### config.mk
export PLATFORM = sky130hd
export DESIGN_NAME = seg_scan_ctrl
export DESIGN_NICKNAME = d
export VERILOG_FILES = /design/src/rtl/seg_scan_ctrl.sv
export SDC_FILE = /design/constraint.sdc
export NUM_CORES = 1
export LEC_CHECK = 0
export CAP_MARGIN = 15
export CORE_MARGIN = 8
export CORE_UTILIZATION = 55
export DETAILED_ROUTE_END_ITERATION = 8
export DONT_BUFFER_PORTS = 1
export GPL_ROUTABILITY_DRIVEN = 0
export PLACE_DENSITY = 0.69
export SYNTH_ARGS = -nofsm -noshare
export SYNTH_HDL_FRONTEND = slang
export SYNTH_SLANG_ARGS = --single-unit
export TNS_END_PERCENT = 1
### constraint.sdc
create_clock -name clk -period 5.7 [get_ports clk]
set_input_delay 1.14 -clock clk [delete_from_list [all_inputs] [get_ports clk]]
set_output_delay 1.14 -clock clk [all_outputs]
set_load 0.01 [all_outputs]
### src/rtl/seg_scan_ctrl.sv
// seg_scan_ctrl -- time-multiplexed scan controller for a common-anode
// multi-digit 7-segment display that shares one registered BCD-to-7-segment
// decoder across all digits.
//
// Each digit slot is GUARD_CYCLES of blanking (all enables high) followed by
// REFRESH_DIV cycles of drive (one enable low). The decoder inputs switch at
// the start of the blank phase, so the registered decoder output has settled
// before the digit is enabled. New data is staged in a shadow register and
// only becomes active at a frame wrap, so a frame never mixes old and new digits.
//
// Optional build macro:
//   SEG_LEAD_ZERO_BLANK_EN -- when defined, leading zero digits (i>0, this and
//   all higher digits zero, no error) keep their enable high during DRIVE.
//
// Ports:
//   clk            in   system clock, rising edge
//   rst_n          in   asynchronous active-low reset
//   digits_in      in   4*NUM_DIGITS BCD digits, digit i at [4i+3:4i]
//   load           in   one-cycle strobe capturing digits_in/err_in into the shadow
//   err_in         in   error flag captured with load
//   bcd_out        out  BCD value for the shared decoder
//   dec_err        out  error-glyph select for the shared decoder
//   digit_en_n     out  active-low per-digit enables (one-hot-low or all high)
//   digit_idx      out  index of the current digit slot
//   update_pending out  shadow holds data not yet applied
//   frame_done     out  one-cycle pulse on the first blank cycle of digit 0
module seg_scan_ctrl #(
  parameter int NUM_DIGITS   = 4,
  parameter int REFRESH_DIV  = 50000,
  parameter int GUARD_CYCLES = 2
) (
  input  logic                          clk,
  input  logic                          rst_n,
  input  logic [4*NUM_DIGITS-1:0]       digits_in,
  input  logic                          load,
  input  logic                          err_in,
  output logic [3:0]                    bcd_out,
  output logic                          dec_err,
  output logic [NUM_DIGITS-1:0]         digit_en_n,
  output logic [$clog2(NUM_DIGITS)-1:0] digit_idx,
  output logic                          update_pending,
  output logic                          frame_done
);

  localparam int IW   = $clog2(NUM_DIGITS);
  localparam int CMAX = (REFRESH_DIV > GUARD_CYCLES) ? REFRESH_DIV : GUARD_CYCLES;
  localparam int CW   = ($clog2(CMAX) < 1) ? 1 : $clog2(CMAX);

  localparam logic ST_BLANK = 1'b0;
  localparam logic ST_DRIVE = 1'b1;

  localparam logic [CW-1:0] GUARD_LAST = CW'(GUARD_CYCLES - 1);
  localparam logic [CW-1:0] DRIVE_LAST = CW'(REFRESH_DIV - 1);
  localparam logic [IW-1:0] IDX_LAST   = IW'(NUM_DIGITS - 1);

  logic                    state_q, state_d;
  logic [CW-1:0]           cnt_q, cnt_d;
  logic [IW-1:0]           idx_q, idx_d;
  logic [4*NUM_DIGITS-1:0] active_q, active_d;
  logic                    aerr_q, aerr_d;
  logic [4*NUM_DIGITS-1:0] shadow_q, shadow_d;
  logic                    serr_q, serr_d;
  logic                    pend_q, pend_d;
  logic [3:0]              bcd_q, bcd_d;
  logic                    dec_err_q, dec_err_d;
  logic [NUM_DIGITS-1:0]   en_n_q, en_n_d;
  logic                    frame_done_q, frame_done_d;
  logic                    wrap_s;
  logic                    sup_s;
  logic [3:0]              cur_digit_s;

`ifdef SEG_LEAD_ZERO_BLANK_EN
  // A slot is a leading zero when it is not digit 0, no error is shown, and
  // this digit and every higher digit are zero.
  function automatic logic lead_zero(input logic [4*NUM_DIGITS-1:0] d,
                                     input logic [IW-1:0] idx,
                                     input logic err);
    logic all_zero;
    all_zero = 1'b1;
    for (int i = 0; i < NUM_DIGITS; i++) begin
      if ((i >= int'(idx)) && (d[4*i +: 4] != 4'd0)) begin
        all_zero = 1'b0;
      end else begin
        all_zero = all_zero;
      end
    end
    return all_zero && (idx != '0) && !err;
  endfunction
`endif

  // Scan sequencer, shadow capture and frame-boundary data transfer.
  always_comb begin
    state_d  = state_q;
    cnt_d    = cnt_q;
    idx_d    = idx_q;
    active_d = active_q;
    aerr_d   = aerr_q;
    shadow_d = shadow_q;
    serr_d   = serr_q;
    pend_d   = pend_q;
    wrap_s   = 1'b0;

    case (state_q)
      ST_BLANK: begin
        if (cnt_q == GUARD_LAST) begin
          state_d = ST_DRIVE;
          cnt_d   = '0;
        end else begin
          cnt_d = cnt_q + CW'(1);
        end
      end
      ST_DRIVE: begin
        if (cnt_q == DRIVE_LAST) begin
          state_d = ST_BLANK;
          cnt_d   = '0;
          if (idx_q == IDX_LAST) begin
            idx_d  = '0;
            wrap_s = 1'b1;
          end else begin
            idx_d = idx_q + IW'(1);
          end
        end else begin
          cnt_d = cnt_q + CW'(1);
        end
      end
      default: begin
        state_d = ST_BLANK;
        cnt_d   = '0;
      end
    endcase

    if (load) begin
      shadow_d = digits_in;
      serr_d   = err_in;
    end else begin
      shadow_d = shadow_q;
      serr_d   = serr_q;
    end

    // A load coinciding with the wrap bypasses the shadow so the new frame
    // shows it immediately and nothing is left pending.
    if (wrap_s) begin
      if (load) begin
        active_d = digits_in;
        aerr_d   = err_in;
        pend_d   = 1'b0;
      end else if (pend_q) begin
        active_d = shadow_q;
        aerr_d   = serr_q;
        pend_d   = 1'b0;
      end else begin
        pend_d = pend_q;
      end
    end else if (load) begin
      pend_d = 1'b1;
    end else begin
      pend_d = pend_q;
    end
  end

  // Output decode from next-state values so the registered outputs line up
  // with the state they describe.
  always_comb begin
    cur_digit_s  = active_d[{idx_d, 2'b00} +: 4];
    bcd_d        = cur_digit_s;
    dec_err_d    = aerr_d | (cur_digit_s > 4'd9);
    frame_done_d = wrap_s;
`ifdef SEG_LEAD_ZERO_BLANK_EN
    sup_s = lead_zero(active_d, idx_d, aerr_d);
`else
    sup_s = 1'b0;
`endif
    en_n_d = '1;
    if ((state_d == ST_DRIVE) && !sup_s) begin
      en_n_d[idx_d] = 1'b0;
    end else begin
      en_n_d = '1;
    end
  end

  // State, data and output registers with asynchronous reset.
  always_ff @(posedge clk or negedge rst_n) begin
    if (!rst_n) begin
      state_q      <= ST_BLANK;
      cnt_q        <= '0;
      idx_q        <= '0;
      active_q     <= '0;
      aerr_q       <= 1'b0;
      shadow_q     <= '0;
      serr_q       <= 1'b0;
      pend_q       <= 1'b0;
      bcd_q        <= 4'd0;
      dec_err_q    <= 1'b0;
      en_n_q       <= '1;
      frame_done_q <= 1'b0;
    end else begin
      state_q      <= state_d;
      cnt_q        <= cnt_d;
      idx_q        <= idx_d;
      active_q     <= active_d;
      aerr_q       <= aerr_d;
      shadow_q     <= shadow_d;
      serr_q       <= serr_d;
      pend_q       <= pend_d;
      bcd_q        <= bcd_d;
      dec_err_q    <= dec_err_d;
      en_n_q       <= en_n_d;
      frame_done_q <= frame_done_d;
    end
  end

  assign bcd_out        = bcd_q;
  assign dec_err        = dec_err_q;
  assign digit_en_n     = en_n_q;
  assign digit_idx      = idx_q;
  assign update_pending = pend_q;
  assign frame_done     = frame_done_q;

endmodule

* After elaboration in Yosys (flattened, before gate mapping)
Index checks and enable logic that the tools add are counted. W data, S select, Z words.
Storage, ports and cells: register bits 64, input bits 20, output and inout port bits 13, word-level logic and storage cells 49
Cells by class: add/subtract/negate cells 2, $lt $le $gt $ge 3, equal/unequal tests 3, shifts and indexed selects 1, multiplexer cells 23, bitwise operators 3, reduce and logical (&&, ||, !) cells 2
Operators with widths (count):
- $mux W16 | 5
- $pmux W16 S2 | 1
- $add A16 B1 Y16 const B | 1
- $eq A16 B1 Y1 const B | 1
- $eq A16 B16 Y1 const B | 1
- $shiftx A16 B5 Y4 | 1
- $mux W1 | 11
- $mux W2 | 3
- $gt A4 B4 Y1 const B | 1
- $mux W4 | 1
- $not A4 Y4 | 1
- $lt A2 B3 Y1 const B | 1
- $add A2 B1 Y2 const B | 1
- $demux W1 S2 | 1
- $eq A2 B2 Y1 const B | 1
- $ge A2 B1 Y1 const B | 1
- $pmux W1 S2 | 1
- $reduce_bool A2 Y1 | 1
- $logic_and A1 B1 Y1 | 1
- $not A1 Y1 | 1
- $or A1 B1 Y1 | 1

* Depth between registers and ports, before layout
Gate-level depths: netlist of run 1.
word-level depth 10, gate-level depth with buffers 9

* Worst setup path after synthesis of run 1
OpenSTA, ideal clock, no wires.
kind register -> register, from register cnt_q[11], to register dec_err_q (netlist: dec_err), library setup time 0.124 ns, arrival 2.868 ns, data required time 5.576 ns, slack 2.708 ns, stages on the path, launching flop included 9, clock period less this slack 2.992 ns, path through dfrtp_1 -> or4_4 -> nor4_4 -> mux2i_1 -> clkinv_1 -> o2111a_1 -> a211o_2 -> a22oi_1 -> o21bai_2
RTL lines:
- from (decl) | RTL line 57 | logic [CW-1:0] cnt_q, cnt_d;
- from (signal assigned) | RTL line 198 | cnt_q <= cnt_d;
- $eq A16 B16 Y1 | RTL line 113 | if (cnt_q == DRIVE_LAST) begin
- $mux W2 | RTL line 113
- $mux W2 | RTL line 103 | case (state_q)
- via idx_d[1] | RTL line 58 | logic [IW-1:0] idx_q, idx_d;
- $shiftx A16 B5 Y4 | RTL line 164 | cur_digit_s = active_d[{idx_d, 2'b00} +: 4];
- $gt A4 B4 Y1 | RTL line 166 | dec_err_d = aerr_d | (cur_digit_s > 4'd9);
- $or A1 B1 Y1 | RTL line 166
- via dec_err_d | RTL line 65 | logic dec_err_q, dec_err_d;
- to (signal assigned) | RTL line 206 | dec_err_q <= dec_err_d;
- to (decl) | RTL line 65
The timed path passes the listed nets, and every way through them passes these cells. A chain may end at the register's enable or synchronous reset.

* Final worst setup path of run 1
Same ends and word-level chain as after synthesis.

==> out/qor.txt, run 1 <==
Top cells by area, synth: dfrtp_1, mux2_2, nor2_1, dfstp_2, xor2_1
Drt pass-1 iters: 4
Final Util: 0.6144
Vias: 1,849
GRT Residual Overflow: 0
GRT Overall Usage: 0.1496
Worst Max-Slew Pin Slew: 0.8234 ns
# diodes: 0
WS Path Type: flip-flop to flip-flop
Placed cell area: 0.002940 mm²
Core Rows: 26
Synth Flop Type: dfrtp_1
Clock Skews: 0.009994 ns
CP peak stage delay: 0.74 ns
Cts bufs inserted: 9
Clk root buf: clkbuf_8
Cells after synthesis: 244
CTS sink count: 64
Non-Filler Instances: 323
Mapped Area: 0.002902 mm²
Setup TNS: 0 ns
Hold crit path type: input pin to async pin
Clk buf depth: 2
Post_cts resized: 0
Post-synth top cells: dfrtp_1, nor2_1, mux2_2
CTS tree: yes
Crit path DAT: 4.03 ns
Synthesis-to-layout area growth: 8.150%
Power Density: 277.9 mW/mm²
H-tree Lvls: 3
FF+latch count, synth: 64
Antenna violations before repair: 0
CP endpoint kind: flip-flop
IO buf count: 0
Avg Synthesized Cell Area: 11.89 µm²
Vias in the first global route: 1,791
Synth area leader: dfrtp_1
Required time of the critical path: 5.93 ns
Final ANT Viol Nets: 0
Maximum VDD drop: 0.1465 mV
Cell variety after synth: 47
Fmax: 0.2630 GHz
Leak: 1.441 nW
I/O pins: 33
Tcrit/Tclk final: 0.6669
Share of synthesized registers carrying an async set or reset: 1.000
Slew margin rel.: 0.4470
Hold Vio Cnt, Final: 0
RSZ-0062 raised after global routing: no
Slowest CP cell: mux2i_1
Fin crit period: 3.802 ns
# setup viols final: 0
Pins Over Slew Limit: 0
Total Routed Length: 5310 µm
Post-Syn Nets: 267
Largest net degree at the start of global routing: 65
Worst reg2reg setup slack: 1.90 ns
Ys Warns: 0
DRT iter0 DRCs: 111
# hold bufs at CTS: 0
Post-CTS Setup Repair Bufs: 0
EDFF count, synth: 0
Worst-path clk slew: 0.07 ns
Vias per Instance: 5.724
Drt wl/cell: 16.44 µm
CP Launch Type: flip-flop
# DRC: 0
Clk_lat worst skew: 0.34 ns
DIE WIDTH: 88.63 µm
Nets: 271
Count leader, synth: dfrtp_1
Pwr Total: 0.8721 mW
Initial core utilization: 0.5681
Max Fanout on Critical Path: 13
Die area: 0.007855 mm²
MaxCap Viol Count: 0
Hpwl dp: 3691 µm
Post-synthesis sequential area ratio: 0.5537
Top cell type's share of synthesized area: 0.5175
Die Y: 88.63 µm
Core Region: 0.005107 mm²
Final Instance Area: 0.003138 mm²
Global-route wire length before repair: 8838 µm
Critical-path cell list: or4_4 > nor4_4 > mux2i_1 > clkinv_1 > o2111a_1 > a211o_2 > a22oi_1 > o21bai_2
Outcome: finished clean
Placed cells: 307
Share of layout cells above drive strength 1: 0.2530
-- logic make-up (layout without fill, tap and decap cells) --
kind of cell | after synthesis | count (layout) | share of synthesized area
flip-flops | 64 | 64 | 0.5537
multiplexers | 32 | 32 | 0.1268
adder cells (fa/ha/maj) | 3 | 3 | 0.01294
XOR/XNOR | 14 | 14 | 0.04226
AO/OA/AOI/OAI | 28 | 28 | 0.08237
AND/OR/NAND/NOR | 89 | 89 | 0.1561
buffers and inverters | 14 | 23 | 0.02587
-- metrics by stage --
stage                     hold slack [ns]  worst slack (ns)
final                              0.4894             1.898
after global routing               0.4737             1.684
after CTS                          0.4739             1.925
after detailed placement           0.4841             1.931
after global placement             0.4708             2.041
after floorplan                    0.4535             2.708
-- per-layer routing --
layer	global-route usage	wire length [µm]	vias to the layer above
met4	0.08295	121	0
met2	0.2156	2354	45
met5	0	0	-
met1	0.1969	2484	918
met3	0.04271	349	11
li1	-	-	875
-- layout make-up --
class                   count  area (µm²)
clock inverters             5       56.30
inverters                   7       26.28
flip-flops and latches     64        1607
fillers                   426        1969
multi-input cells         166        1220
clock buffers              11       141.4
well taps                  70       87.58
-- state kept, by name, summed over array words and instances (netlist names), 2 cells and up --
register,cells
active_q,16
cnt_q,16
shadow_q,16
bcd_out,4
digit_en_n,4
digit_idx,2
-- worst paths after layout --
check                      startpoint       endpoint  cells past startpoint
hold / removal                  rst_n      cnt_q[14]                      0
min in group clk            cnt_q[13]      cnt_q[13]                      1
max in group asynchronous       rst_n  digit_en_n[1]                      0
setup reg to reg            cnt_q[11]        dec_err                      8
hold reg to reg             cnt_q[13]      cnt_q[13]                      1
setup / recovery            cnt_q[11]        dec_err                      8
-- cells in the final DEF (no fill, tap or decap), types with 2 or more instances in the layout --
cell type	n
dfrtp_1	60
nor2_1	34
mux2_2	28
nand2_1	16
nand3_1	12
clkbuf_8	10
a31oi_1	9
xor2_1	8
xnor2_1	6
inv_1	5
and3_1	5
and2_1	4
o221a_2	4
dfstp_2	4
nor3_1	3
mux2i_1	3
nand4_1	3
ha_1	3
clkinv_1	2
a21o_2	2
o211a_1	2
clkinv_2	2
-- where the power goes --
group	switching, mW	internal (mW)
combinational	0.00557	0.0125
sequential	0.00398	0.466
clock	0.171	0.213
total	0.180	0.692
-- worst max-delay path, delay by kind of cell (launching register included) --
kind                   cells  cell delay, ns
buffers and inverters      1            0.45
multiplexers               1            0.74
AND/OR/NAND/NOR            2            1.28
AO/OA/AOI/OAI              4            0.80
flip-flops                 1            0.42
Power figures use the tool's default switching activity.
==> run 2: changes to the inputs <==
==> constraint.sdc (replaced) <==
create_clock -name clk -period 3.6 [get_ports clk]
set_input_delay 0.72 -clock clk [delete_from_list [all_inputs] [get_ports clk]]
set_output_delay 0.72 -clock clk [all_outputs]
set_load 0.01 [all_outputs]
==> out/qor.txt, run 2 (synthesis gave the netlist of run 1 again) <==
Outcome: finished clean
Worst reg-to-reg path cell count: 9
Non-Filler Instances: 326
Drt wl/cell: 16.02 µm
# diodes: 0
CTS tree: yes
# setup viols final: 0
Reg-to-reg startpoint: cnt_q[11]
Fmax: 0.3467 GHz
Critical path depth: 9
Worst Max-Slew Pin Slew: 0.3904 ns
Crit path DAT: 3.11 ns
Largest net degree at the start of global routing: 65
DIE WIDTH: 88.63 µm
GRT Overall Usage: 0.1488
Required time of the critical path: 3.83 ns
Critical-path cell list: or4_4 > nor4_4 > mux2i_1 > buf_4 > clkinv_1 > o2111a_1 > a211o_2 > a22oi_1 > o21bai_2
Worst reg2reg setup slack: 0.72 ns
WS Path Type: flip-flop to flip-flop
Pins Over Slew Limit: 0
Worst reg2reg path endpoint: dec_err
GRT Residual Overflow: 0
Synthesis-to-layout area growth: 8.538%
Post_cts resized: 0
RSZ-0062 raised after global routing: no
Total Routed Length: 5223 µm
Hpwl dp: 3661 µm
Clock Skews: 0.006403 ns
Commonest cells after routing, fill and taps aside: dfrtp_1, nor2_1, mux2_2
Core Region: 0.005107 mm²
Slowest CP cell: or4_4
Final Instance Area: 0.003149 mm²
Clk_lat worst skew: 0.34 ns
Initial core utilization: 0.5681
Final ANT Viol Nets: 0
IO buf count: 0
Worst-path clk slew: 0.07 ns
# DRC: 0
CP peak stage delay: 0.57 ns
Placed cell area: 0.002963 mm²
Die Y: 88.63 µm
Placed cells: 310
Die area: 0.007855 mm²
Pwr Total: 1.355 mW
Setup TNS: 0 ns
Hold crit path type: input pin to async pin
CP Launch Type: flip-flop
Crit path from: cnt_q[11]
Drt pass-1 iters: 4
Delay-heaviest family, CP: simple AND/OR/NAND/NOR gates
Vias in the first global route: 1,797
CP endpoint kind: flip-flop
DRT iter0 DRCs: 86
Core Rows: 26
MaxCap Viol Count: 0
Power Density: 430.3 mW/mm²
Worst Setup EP: dec_err
Cts bufs inserted: 9
Slew margin rel.: 0.7377
Leak: 1.454 nW
Post-CTS Setup Repair Bufs: 0
I/O pins: 33
Clk root buf: clkbuf_8
Nets: 274
Vias: 1,813
Buf+Inv Stages, Crit Path: 2
# hold bufs at CTS: 0
Fin crit period: 2.884 ns
Most common cell after layout, fill and taps aside: dfrtp_1
CTS sink count: 64
Final-layout fill cell count: 423
Maximum VDD drop: 0.3237 mV
Max Fanout on Critical Path: 9
Hold Vio Cnt, Final: 0
Global-route wire length before repair: 8901 µm
H-tree Lvls: 3
Share of layout cells above drive strength 1: 0.2656
Antenna violations before repair: 0
Tcrit/Tclk final: 0.8012
Biggest registers after layout: active_q x16, cnt_q x16, shadow_q x16
Clk buf depth: 2
Vias per Instance: 5.561
[run 2: changes by cell type in the layout (fill, tap and decap cells not counted)]
cell      change
buf_4         +3
clkinv_2      +3
clkbuf_1      -1
clkbuf_8      -1
clkinv_4      -1
[run 2: how the worst min path moves through the flow]
stage | cells after the start | to | startpoint
after floorplan | 0 | active_q[0] | rst_n
after global placement | 0 | cnt_q[13] | rst_n
after detailed placement | 0 | cnt_q[13] | rst_n
after CTS | 0 | active_q[6] | rst_n
after global routing | 0 | cnt_q[12] | rst_n
final | 0 | shadow_q[6] | rst_n
[run 2: area by class of cell]
type / count / area (µm²) / share of cell area
sequential: 64 / 1607 / 0.5101
multi-input combinational: 166 / 1220 / 0.3874
clock buffer: 9 / 123.9 / 0.03933
tap: 70 / 87.58 / 0.02781
clock inverter: 7 / 62.56 / 0.01986
inverter: 7 / 26.28 / 0.008343
timing repair buffer: 3 / 22.52 / 0.007151
[run 2: routing by layer]
metal  GRT usage  share of wire  up-vias
met1      0.2041           0.47      877
li1            -              -      879
met3     0.04457          0.065       12
met4     0.07373          0.021        0
met5           0              0        -
met2      0.2069           0.44       45
[run 2: per-stage QoR]
stage | hold WS (ns) | setup WS [ns] | util
6_report | 0.07525 | 0.7158 | 0.6166
5_1_grt | 0.05180 | 0.5659 | 0.6166
4_1_cts | 0.06543 | 0.6993 | 0.6166
3_5_place_dp | 0.4270 | 0.7215 | 0.5801
3_3_place_gp | 0.4270 | 0.8510 | 0.5801
2_1_floorplan | 0.4244 | 0.6077 | -
[run 2: where the power goes]
part	switching, mW	internal (mW)
clock network	0.270	0.313
logic	0.00844	0.0198
registers	0.00613	0.738
total	0.284	1.07
[run 2: worst reg2reg max path, cell delays in order, from the launching register on]
cell and delay, ns:
dfrtp_1 0.42, or4_4 0.57, nor4_4 0.34, mux2i_1 0.25
buf_4 0.19, clkinv_1 0.24, o2111a_1 0.21, a211o_2 0.31
a22oi_1 0.19, o21bai_2 0.07
==> run 3: changes to the inputs <==
==> constraint.sdc (replaced) <==
create_clock -name clk -period 2.87 [get_ports clk]
set_input_delay 0.574 -clock clk [delete_from_list [all_inputs] [get_ports clk]]
set_output_delay 0.574 -clock clk [all_outputs]
set_load 0.01 [all_outputs]
==> out/qor.txt, run 3 (synthesis gave the netlist of run 1 again) <==
Outcome: finished clean
Crit path DAT: 2.95 ns
# diodes: 0
Required time of the critical path: 3.09 ns
Setup TNS: 0 ns
Biggest registers after layout: active_q x16, cnt_q x16, shadow_q x16
Reg-to-reg startpoint: cnt_q[10]
Core Region: 0.005107 mm²
I/O pins: 33
Fin crit period: 2.733 ns
Fmax: 0.3659 GHz
Sequential power share: 0.547
Final ANT Viol Nets: 0
IO buf count: 0
Worst reg2reg setup slack: 0.14 ns
Cts bufs inserted: 9
Total Routed Length: 5391 µm
H-tree Lvls: 3
Final Util: 0.6296
Commonest cells after routing, fill and taps aside: dfrtp_1, nor2_1, mux2_2
Clk root buf: clkbuf_8
Worst reg-to-reg path cell count: 7
Most common cell after layout, fill and taps aside: dfrtp_1
Nets: 280
Vias per Instance: 5.554
MaxCap Viol Count: 0
Largest net degree at the start of global routing: 61
DIE WIDTH: 88.63 µm
Drt wl/cell: 16.24 µm
Clock Skews: 0.006418 ns
Power Density: 531.4 mW/mm²
WS Path Type: flip-flop to flip-flop
Clk_lat worst skew: 0.33 ns
Die area: 0.007855 mm²
Logic pwr share: 0.033
Worst-path clk slew: 0.07 ns
Share of layout cells above drive strength 1: 0.2786
Clk buf depth: 2
Worst reg2reg path endpoint: dec_err
Net Sw Frac: 0.2083
Pins Over Slew Limit: 0
Vias: 1,844
Global-route wire length before repair: 9177 µm
Leak: 1.491 nW
Switching power: 0.3559 mW
Max Fanout on Critical Path: 9
Critical-path cell list: or4_4 > nor3_1 > nand3_1 > o2111a_1 > a211o_2 > a22oi_1 > o21bai_2
Maximum VDD drop: 0.3636 mV
RSZ-0062 raised after global routing: no
DRT iter0 DRCs: 85
Post-CTS Setup Repair Bufs: 0
Worst Max-Slew Pin Slew: 0.3824 ns
# DRC: 0
Slew margin rel.: 0.7443
Tcrit/Tclk final: 0.9523
Initial core utilization: 0.5681
Slowest CP cell: or4_4
CTS tree: yes
Buf+Inv Stages, Crit Path: 0
Hold Vio Cnt, Final: 0
Antenna violations before repair: 0
Vias in the first global route: 1,890
Delay-heaviest family, CP: simple AND/OR/NAND/NOR gates
GRT Overall Usage: 0.1549
Core Rows: 26
Hpwl dp: 3821 µm
Cell-internal power: 1.353 mW
# setup viols final: 0
Non-Filler Instances: 332
Clock Power Share: 0.420
CP endpoint kind: flip-flop
Drt pass-1 iters: 4
Placed cells: 315
Die Y: 88.63 µm
GRT Residual Overflow: 0
CP Launch Type: flip-flop
Hold crit path type: input pin to async pin
CP peak stage delay: 0.59 ns
CTS sink count: 64
Synthesis-to-layout area growth: 10.82%
## run 3: cell count changes in the layout (fill, tap and decap cells not counted), sizes merged
cell,before,now
clkbuf,9,12
clkinv,7,5
clkinvlp,1,0
buf,3,9
## run 3: layer usage
layer	track usage	vias to the layer above	part of all wire
met5	0	-	0
met4	0.05991	0	0.016
met3	0.05478	10	0.074
met2	0.2136	51	0.42
met1	0.2154	889	0.49
li1	-	894	-
## run 3: repair_timing
item | CTS | global route
endpoints found under the hold margin | 60 | 0
hold buffers | 1 | 0
resized for setup | 0 | 0
## run 3: final cells by class
| type | instances | area, µm² |
|---|---|---|
| clock buffer | 12 | 135.1 |
| timing repair buffer | 9 | 87.58 |
| clock inverter | 4 | 45.04 |
| sequential | 64 | 1607 |
| multi-input combinational | 166 | 1227 |
| fill | 419 | 1892 |
| inverter | 7 | 26.28 |
| tap | 70 | 87.58 |
## run 3: how the worst max path moves through the flow
stage / from / to / slack, ns / cells after the start
final: cnt_q[10] / dec_err / 0.14 / 7
after global routing: cnt_q[10] / dec_err / 0.009 / 8
after CTS: cnt_q[10] / dec_err / 0.13 / 8
after detailed placement: cnt_q[10] / dec_err / 0.14 / 8
after global placement: cnt_q[10] / dec_err / 0.19 / 8
after floorplan: cnt_q[11] / dec_err / 0.004 / 8
## run 3: worst register-to-register path: stages, from the launching register on
cell and delay [ns]:
dfrtp_1 0.41, or4_4 0.59, nor3_1 0.32, nand3_1 0.36, o2111a_1 0.36, a211o_2 0.31
a22oi_1 0.20, o21bai_2 0.07
## run 3: metrics by stage
step	area, µm²	worst slack [ns]	power, mW	hold slack (ns)
final	3216	0.1369	1.709	0.08412
after global routing	3216	0.008861	1.773	0.06445
after CTS	3216	0.1287	1.724	0.07249
after detailed placement	3008	0.1431	0.9893	0.2810
after global placement	3008	0.1946	0.9872	0.2813
after floorplan	2909	0.004107	0.9878	0.2784
## run 3: power by group through the flow
| stage | registers [mW] | clock network, mW | logic, mW |
|---|---|---|---|
| 2_1_floorplan | 0.949 | 0 | 0.0391 |
| 3_3_place_gp | 0.950 | 0 | 0.0374 |
| 3_5_place_dp | 0.951 | 0 | 0.0379 |
| 4_1_cts | 0.934 | 0.731 | 0.0591 |
| 5_1_grt | 0.937 | 0.771 | 0.0655 |
| 6_report | 0.934 | 0.718 | 0.0562 |
